==> config.mk <==
export PLATFORM = sky130hd
export DESIGN_NAME = alu_share_arbiter
export DESIGN_NICKNAME = d
export VERILOG_FILES = /design/src/rtl/alu_share_arbiter_pkg.sv /design/src/rtl/alu_share_arbiter_rr_arb2.sv /design/src/rtl/alu_share_arbiter.sv
export SDC_FILE = /design/constraint.sdc
export NUM_CORES = 1
export LEC_CHECK = 0
export CORE_ASPECT_RATIO = 0.7
export CORE_UTILIZATION = 41
export CTS_CLUSTER_SIZE = 16
export DETAILED_ROUTE_END_ITERATION = 8
export GPL_ROUTABILITY_DRIVEN = 0
export PLACE_DENSITY = 0.82
export SLEW_MARGIN = 40
export SYNTH_ARGS = -nofsm -noshare
export SYNTH_HDL_FRONTEND = slang
export SYNTH_SLANG_ARGS = --single-unit
export TNS_END_PERCENT = 100
==> constraint.sdc <==
create_clock -name clk -period 1.49 [get_ports clk]
set_input_delay 0.298 -clock clk [delete_from_list [all_inputs] [get_ports clk]]
set_output_delay 0.298 -clock clk [all_outputs]
set_load 0.01 [all_outputs]
==> src/rtl/alu_share_arbiter_pkg.sv <==
`default_nettype none
// ============================================================================
// Module   : alu_share_arbiter_pkg
// Purpose  : Shared definitions for the ALU sharing arbiter: ALU opcode
//            encodings, requester IDs and the issue/response stage records.
// Ports    : none (package)
// Revision : 1.0 - initial release
// ============================================================================
package alu_share_arbiter_pkg;

    // ALU opcode encodings carried on aluOp (passed through untouched)
    localparam logic [2:0] c_ALUOP_ADD  = 3'b000;
    localparam logic [2:0] c_ALUOP_SUB  = 3'b001;
    localparam logic [2:0] c_ALUOP_FUNC = 3'b010;

    // Requester identities, also the value reported on rsp_id
    typedef enum logic {
        ID_EXEC   = 1'b0,
        ID_BRANCH = 1'b1
    } req_id_e;

    // Issue-stage control record; operands are held alongside it because
    // their width is a module parameter
    typedef struct packed {
        logic       valid;
        req_id_e    id;
        logic [3:0] func;
        logic [2:0] aluop;
    } is_ctrl_t;

    // Response-stage control record; result is held alongside it
    typedef struct packed {
        logic    valid;
        req_id_e id;
        logic    branch;
    } rs_ctrl_t;

endpackage : alu_share_arbiter_pkg
`default_nettype wire

==> src/rtl/alu_share_arbiter_rr_arb2.sv <==
`default_nettype none
// ============================================================================
// Module   : rr_arb2
// Purpose  : Two-way round-robin grant. The preference pointer moves to the
//            losing side whenever the parent signals an accepted grant.
// Ports    : clk, rst      - clock, synchronous active-high reset
//            i_req[1:0]    - request vector (bit N = requester N)
//            i_accept      - the current grant was consumed this cycle
//            o_grant[1:0]  - one-hot (or zero) grant, combinational
// Revision : 1.0 - initial release
// ============================================================================
module rr_arb2 (
    input  logic       clk,
    input  logic       rst,
    input  logic [1:0] i_req,
    input  logic       i_accept,
    output logic [1:0] o_grant
);

    // 0 = requester 0 preferred on a tie
    logic r_ptr;

    always_comb begin
        o_grant = 2'b00;
        if (i_req[0] && i_req[1]) begin
            o_grant = r_ptr ? 2'b10 : 2'b01;
        end else begin
            o_grant = i_req;
        end
    end

    // After a win, the other side gets preference next time
    always_ff @(posedge clk) begin
        if (rst) begin
            r_ptr <= 1'b0;
        end else if (i_accept) begin
            r_ptr <= ~o_grant[1];
        end
    end

endmodule : rr_arb2
`default_nettype wire

==> src/rtl/alu_share_arbiter.sv <==
`default_nettype none
// ============================================================================
// Module   : alu_share_arbiter
// Purpose  : Shares one combinational ALU between the integer-execute path
//            (requester 0) and the branch/address path (requester 1).
//            Round-robin arbitration, a registered issue stage driving the
//            ALU and a tagged response register, full backpressure.
// Ports    : clk, rst                 - clock, synchronous active-high reset
//            reqN_valid/ready         - request handshakes (N = 0, 1)
//            reqN_dataA/dataB         - operands
//            reqN_func, reqN_aluOp    - ALU function / opcode
//            alu_dataA/dataB/func/aluOp - issue stage to the ALU
//            alu_result, alu_branch   - combinational ALU outputs
//            rsp_valid/ready          - response handshake
//            rsp_id, rsp_result, rsp_branch - response payload
//            perf_grant0/1            - grant counters (ALU_ARB_PERF_EN only)
// Config   : define ALU_ARB_PERF_EN to add the grant counters
// Revision : 1.0 - initial release
// ============================================================================
module alu_share_arbiter
    import alu_share_arbiter_pkg::*;
#(
    parameter int WIDTH = 32
) (
    input  logic             clk,
    input  logic             rst,
    input  logic             req0_valid,
    output logic             req0_ready,
    input  logic [WIDTH-1:0] req0_dataA,
    input  logic [WIDTH-1:0] req0_dataB,
    input  logic [3:0]       req0_func,
    input  logic [2:0]       req0_aluOp,
    input  logic             req1_valid,
    output logic             req1_ready,
    input  logic [WIDTH-1:0] req1_dataA,
    input  logic [WIDTH-1:0] req1_dataB,
    input  logic [3:0]       req1_func,
    input  logic [2:0]       req1_aluOp,
    output logic [WIDTH-1:0] alu_dataA,
    output logic [WIDTH-1:0] alu_dataB,
    output logic [3:0]       alu_func,
    output logic [2:0]       alu_aluOp,
    input  logic [WIDTH-1:0] alu_result,
    input  logic             alu_branch,
    output logic             rsp_valid,
    input  logic             rsp_ready,
    output logic             rsp_id,
    output logic [WIDTH-1:0] rsp_result,
    output logic             rsp_branch
`ifdef ALU_ARB_PERF_EN
    ,
    output logic [31:0]      perf_grant0,
    output logic [31:0]      perf_grant1
`endif
);

    is_ctrl_t         r_is;
    logic [WIDTH-1:0] r_is_data_a;
    logic [WIDTH-1:0] r_is_data_b;
    rs_ctrl_t         r_rs;
    logic [WIDTH-1:0] r_rs_result;

    logic [1:0] w_grant;
    logic       w_is_adv;
    logic       w_can_accept;
    logic       w_accept;

    // Readies depend only on request valids, pointer, stage valids and
    // rsp_ready; nothing from the ALU result feeds back into them.
    assign w_is_adv     = r_is.valid && (!r_rs.valid || rsp_ready);
    assign w_can_accept = !r_is.valid || w_is_adv;
    // Held low during reset so nothing is accepted in the reset cycle
    assign req0_ready   = !rst && w_grant[0] && w_can_accept;
    assign req1_ready   = !rst && w_grant[1] && w_can_accept;
    assign w_accept     = req0_ready || req1_ready;

    rr_arb2 u_rr_arb2 (
        .clk      (clk),
        .rst      (rst),
        .i_req    ({req1_valid, req0_valid}),
        .i_accept (w_accept),
        .o_grant  (w_grant)
    );

    // Issue stage: operand fields only change on an accept, so the ALU
    // inputs hold their last value while the stage is empty or stalled.
    always_ff @(posedge clk) begin
        if (rst) begin
            r_is        <= '0;
            r_is_data_a <= '0;
            r_is_data_b <= '0;
        end else if (w_accept) begin
            r_is.valid <= 1'b1;
            if (w_grant[1]) begin
                r_is.id     <= ID_BRANCH;
                r_is.func   <= req1_func;
                r_is.aluop  <= req1_aluOp;
                r_is_data_a <= req1_dataA;
                r_is_data_b <= req1_dataB;
            end else begin
                r_is.id     <= ID_EXEC;
                r_is.func   <= req0_func;
                r_is.aluop  <= req0_aluOp;
                r_is_data_a <= req0_dataA;
                r_is_data_b <= req0_dataB;
            end
        end else if (w_is_adv) begin
            r_is.valid <= 1'b0;
        end
    end

    // Response stage: a refill takes precedence over a drain so that a
    // simultaneous drain and refill leaves the stage full with new data.
    always_ff @(posedge clk) begin
        if (rst) begin
            r_rs        <= '0;
            r_rs_result <= '0;
        end else if (w_is_adv) begin
            r_rs.valid  <= 1'b1;
            r_rs.id     <= r_is.id;
            r_rs.branch <= alu_branch;
            r_rs_result <= alu_result;
        end else if (rsp_ready) begin
            r_rs.valid <= 1'b0;
        end
    end

    assign alu_dataA  = r_is_data_a;
    assign alu_dataB  = r_is_data_b;
    assign alu_func   = r_is.func;
    assign alu_aluOp  = r_is.aluop;

    assign rsp_valid  = r_rs.valid;
    assign rsp_id     = r_rs.id;
    assign rsp_result = r_rs_result;
    assign rsp_branch = r_rs.branch;

`ifdef ALU_ARB_PERF_EN
    logic [31:0] r_perf_grant0;
    logic [31:0] r_perf_grant1;

    // Free-running 32-bit counters; natural wrap at 2^32
    always_ff @(posedge clk) begin
        if (rst) begin
            r_perf_grant0 <= '0;
            r_perf_grant1 <= '0;
        end else begin
            if (req0_valid && req0_ready) begin
                r_perf_grant0 <= r_perf_grant0 + 32'd1;
            end
            if (req1_valid && req1_ready) begin
                r_perf_grant1 <= r_perf_grant1 + 32'd1;
            end
        end
    end

    assign perf_grant0 = r_perf_grant0;
    assign perf_grant1 = r_perf_grant1;
`endif

endmodule : alu_share_arbiter
`default_nettype wire

==> Word level (Yosys, flattened, before mapping) <==
Cells that the tools add are included.
Widths: inputs -> output; s select.
{ "word_totals": {"regBits": 109, "elab_cells": 35, "input_bits": 180, "out_inout_bits": 108} }
{ "op_classes": {"n_reduce_logical": 14, "mux": 9, "bitwise": 1} }
{ "op_table": {"columns": ["cell", "n"], "rows": [
  ["$mux 32", 2],
  ["$mux 8", 1],
  ["$logic_and 1x1->1", 6],
  ["$mux 1", 4],
  ["$mux 2", 2],
  ["$reduce_bool 2->1", 2],
  ["$logic_not 1->1", 3],
  ["$logic_or 1x1->1", 3],
  ["$not 1->1", 1]
]} }

==> Depth between registers and ports, before layout <==
Gate-level depths: netlist of run 1.
{ "depth": {"depth_word": 7, "mapped_depth": 6, "ltp_nobuf": 3} }

==> By module <==
A second synthesis of run 1 with hierarchy kept.
{ "hier_totals": {"hier_cells": 508, "hier_area_um2": 5213.8} }
{ "by_module_without_submodules": {"columns": ["mod", "n_inst", "cells_each", "area_each_um2"], "rows": [
  ["alu_share_arbiter", 1, 502, 5159.9],
  ["rr_arb2", 1, 6, 53.8]
]} }

==> Worst setup path before layout of run 1 <==
No wires, ideal clock.
{ "synth_path": {"path_type": "flip-flop to output port", "start": "register r_is[8] (netlist name)", "end": "output req1_ready", "t_required_ns": 1.192, "path_slack_ns": -0.033, "path_stages_with_launch": 6, "t_arrival_ns": 1.225, "n_path_buf": 3, "path_cell_list": "dfxtp_1 buf_2 nand3b_2 buf_4 buf_2 nor3b_1"} }
{ "synth_via": {"elab_chain_cells": 3, "elab_cells_between_ends": 4, "cone_classes": "reduce/logical (4)"} }
{ "synth_lines": {"columns": ["item", "line", "text"], "rows": [
  ["start, declared", "alu_share_arbiter.sv:57", "is_ctrl_t r_is;"],
  ["$logic_not 1->1 or $logic_and 1x1->1 (tied branches)", "alu_share_arbiter.sv:71, alu_share_arbiter.sv:70", null],
  ["$logic_or 1x1->1 *", "alu_share_arbiter.sv:71", "assign w_can_accept = !r_is.valid || w_is_adv;"],
  ["$logic_and 1x1->1 *", "alu_share_arbiter.sv:74", "assign req1_ready = !rst && w_grant[1] && w_can_accept;"],
  ["end, declared", "alu_share_arbiter.sv:34", "output logic req1_ready,"]
]} }
Mark *: on every way between the ends. The rest lies on a longest branch, timed or not.

==> Worst setup path in the final report of run 1 <==
{ "layout_path": {"start": "register u_rr_arb2.r_ptr", "end": "register r_is_data_b[5] (netlist: alu_dataB[5])"} }
{ "layout_via": {"elab_chain_cells": 5, "elab_cells_between_ends": 8, "cone_classes": "mux (3); reduce/logical (5)"} }
{ "layout_lines": {"columns": ["item", "line", "text"], "rows": [
  ["start, declared", "alu_share_arbiter_rr_arb2.sv:21", "logic r_ptr;"],
  ["start signal, assigned", "alu_share_arbiter_rr_arb2.sv:37", "r_ptr <= ~o_grant[1];"],
  ["$mux 2 *", "alu_share_arbiter_rr_arb2.sv:26", "o_grant = r_ptr ? 2'b10 : 2'b01;"],
  ["$mux 2 *", "alu_share_arbiter_rr_arb2.sv:25", "if (i_req[0] && i_req[1]) begin"],
  ["$logic_and 1x1->1 (on tied branches) (2 in a row)", "alu_share_arbiter.sv:73, alu_share_arbiter.sv:74", null],
  ["$logic_or 1x1->1", "alu_share_arbiter.sv:75", "assign w_accept = req0_ready || req1_ready;"],
  ["end signal, assigned", "alu_share_arbiter.sv:99", "r_is_data_b <= req1_dataB;"],
  ["end signal, assigned", "alu_share_arbiter.sv:105", "r_is_data_b <= req0_dataB;"],
  ["end, declared", "alu_share_arbiter.sv:59", "logic [WIDTH-1:0] r_is_data_b;"]
]} }
Marked as above.
A chain may end at the register's enable or synchronous reset.

==> flow_metrics.env, run 1 <==
export IMPL_drv_cap=0
export IMPL_io_pins=288
export IMPL_ys_ff_latch=109
export IMPL_layout_nets=1041
export IMPL_clock_skew_ns=0.00481
export IMPL_clk_latency_ns=0.35
export IMPL_placed_area_um2=8670
export IMPL_start_util=0.426
export IMPL_portBuffers=287
export IMPL_finish_utilization=0.688
export IMPL_syn_nets=789
export IMPL_status="complete, but fails checks"
export IMPL_die_h_um=100
export IMPL_clock_path_buffers=2
export IMPL_area_growth_pct=61.3
export IMPL_hpwl_um=14800
export IMPL_synth_compound_gate_area_share=0.476
export IMPL_cts_root_buf="clkbuf_16"
export IMPL_cts_tree="done"
export IMPL_max_freq_ghz=0.662
export IMPL_worstSetupStartpointType="flop"
export IMPL_grt_overflow=0
export IMPL_synth_top_family_by_area="compound AO/OA/AOI/OAI gates"
export IMPL_grt_pass1_vias=6323
export IMPL_synthCells=609
export IMPL_synth_area_mux_share=0
export IMPL_setup_viol_count_final=2
export IMPL_num_antenna_cells=0
export IMPL_remaining_drc_errors=0
export IMPL_drv_slew=0
export IMPL_wirelength_um=22700
export IMPL_rsz0062_at_grt="true"
export IMPL_powerDensity_nw_per_um2=878
export IMPL_dieWidth_um=143
export IMPL_antenna_found_initial=0
export IMPL_wl_per_cell_um=21.6
export IMPL_yosys_area_share_simple=0.0417
export IMPL_critPathRequiredTime_ns=1.74
export IMPL_stdcell_count=1051
export IMPL_cp_data_arrival_time_ns=1.77
export IMPL_core_area_um2=13300
export IMPL_synth_cell_area_um2=5670
export IMPL_cts_sinks=109
export IMPL_synth_distinct_cells=26
export IMPL_rows=35
export IMPL_post_route_min_period_ns=1.51
export IMPL_worst_r2r_path_depth=6
export IMPL_path_class="reg -> reg"
export IMPL_cts_buffers=9
export IMPL_grt_pass1_wl_um=33300
export IMPL_seq_area_um2=2190
export IMPL_worstPathMaxFanout=7
export IMPL_placed_cells=1021
export IMPL_crit_path_end_kind="flop"
export IMPL_drt_pass1_iterations=5
export IMPL_worst_pin_slew_ns=0.676
export IMPL_layout_cell_area_non_filler_um2=9150
export IMPL_seq_area_frac_synth=0.385
export IMPL_hold_viol=0
export IMPL_h_tree_depth=3
export IMPL_syn_avg_cell_area_um2=9.32
export IMPL_worst_slack_ns=-0.0214
export IMPL_grt_usage=0.298
export IMPL_p_leak_uw=0.00345
export IMPL_ys_warn_count=0
export IMPL_power_uw=8030
export IMPL_slew_headroom=0.549
export IMPL_drive_gt1_frac=0.187
export IMPL_hold_path_class="reg -> reg"
export IMPL_yosys_area_share_xor_xnor=0
export IMPL_irDropWorstVdd_mv=0.496
export IMPL_cts_clk_slew_worst_paths_ns=0.08
export IMPL_grt_max_degree=73
export IMPL_multiInputGateArea_um2=3010
export IMPL_whs_path_depth=2
export IMPL_ant_nets=0
export IMPL_fillers=1082
export IMPL_synth_fa_ha_area_frac=0
export IMPL_dieArea_um2=14300
export IMPL_via_per_inst=5.96
export IMPL_fin_hold_ws_ns=0.480
export IMPL_violations="negative setup slack"
export IMPL_vias=6264
export IMPL_period_share=1.01
export IMPL_drt_iter0_markers=302
metal layers:
metal,up-vias,routed length [µm],track usage
li1,2884,-,-
met5,-,0,0
met1,3007,9250,0.353
met4,0,712,0.112
met3,56,1770,0.0768
met2,317,11000,0.519
state kept, by name (all words and copies together) (netlist names):
register and flops:
rsp_id 1, alu_dataA 32, r_is 2, rsp_result 32, alu_func 4, alu_aluOp 3, rsp_branch 1, alu_dataB 32
u_rr_arb2.r_ptr 1, rsp_valid 1
per-stage QoR:
step                      setup slack (ns)  setup TNS (ns)
final                              -0.0214         -0.0343
after global routing               -0.0472          -0.126
after CTS                         -0.00613         -0.0128
after detailed placement            -0.687          -40.40
after global placement              -0.646          -36.31
after floorplan                     0.0609               0
path summary, 6_finish.rpt:
check	startpoint	end	slack, ns
worst min-delay path	rsp_result[6]$_SDFFE_PP0P_	rsp_result[6]$_SDFFE_PP0P_	0.48
worst min register to register	rsp_result[6]$_SDFFE_PP0P_	rsp_result[6]$_SDFFE_PP0P_	0.48
worst max-delay path	u_rr_arb2.r_ptr$_SDFFE_PP0P_	alu_dataB[5]$_SDFFE_PP0P_	-0.02
worst max register to register	u_rr_arb2.r_ptr$_SDFFE_PP0P_	alu_dataB[5]$_SDFFE_PP0P_	-0.02
layout make-up:
class	count	share of cell area
flip-flops and latches	109	0.239
well taps	185	0.0253
clock inverters	7	0.00861
multi-input cells	402	0.328
repair buffers	336	0.372
inverters	3	0.00150
clock buffers	9	0.0246
synthesized netlist by cell type (all sizes together):
| master | number | area (µm²) |
|---|---|---|
| o21ba | 1 | 10.0 |
| a21oi | 108 | 541 |
| and4b | 1 | 10.0 |
| a311oi | 72 | 1070 |
| a21bo | 1 | 10.0 |
| nor3b | 1 | 7.51 |
| o21ai | 106 | 531 |
| nand3b | 2 | 18.8 |
| nand2b | 1 | 6.26 |
| clkbuf | 64 | 240 |
| a31oi | 1 | 6.26 |
| buf | 31 | 305 |
| and2b | 2 | 15.0 |
| nand3 | 34 | 170 |
| dfxtp | 109 | 2180 |
| and2 | 1 | 8.76 |
| o211ai | 71 | 533 |
| inv | 3 | 11.3 |
cell usage in the layout (no fill, tap or decap), types with 3 or more instances in the layout:
cell type        instances
a21oi_1                108
clkbuf_16               13
o21ai_0                 22
clkdlybuf4s50_1        175
o21ai_2                 10
nand3_1                 34
dlygate4sd2_1          108
buf_2                    3
a311oi_2                70
o21ai_1                 73
buf_6                    7
o211ai_1                71
buf_4                   22
buf_12                  16
inv_6                    3
dfxtp_1                106
cells by family (layout without fill, tap and decap cells):
group,Yosys count,after routing
DFF,109,109
and+or+nand+nor,42,42
buffers and inverters,98,355
AOI/OAI and AO/OA,360,360
power by group:
part | internal, µW | leakage [µW] | total [µW] | switching [µW]
clock network | 1200 | 0.000148 | 2470 | 1270
registers | 3140 | 0.000901 | 3260 | 123
logic | 1180 | 0.00240 | 2300 | 1120
total | 5520 | 0.00345 | 8030 | 2520
worst max-delay path: stages, from the launching register on:
cell,delay (ns)
dfxtp_4,0.37
buf_12,0.12
and2b_4,0.28
buf_12,0.15
clkbuf_16,0.16
o21ai_4,0.05
a311oi_2,0.27
timing repair:
item | in CTS | in global routing
hold buffers | 0 | 0
setup buffers | 3 | 3
gates cloned | 1 | 7
pin swaps | 4 | 29
endpoints found under the setup margin | 213 | 99
gates resized for setup | 161 | 32
Power figures use the tool's default switching activity.
==> inputs of run 2 (changes only) <==
--- a/config.mk
+++ b/config.mk
@@ -5,6 +5,7 @@
 export SDC_FILE = /design/constraint.sdc
 export NUM_CORES = 1
 export LEC_CHECK = 0
+export CAP_MARGIN = 10
 export CORE_ASPECT_RATIO = 0.7
 export CORE_UTILIZATION = 41
 export CTS_CLUSTER_SIZE = 16
==> results of run 2 <==
Final layout, timing and power as in run 1 (identical DEF).
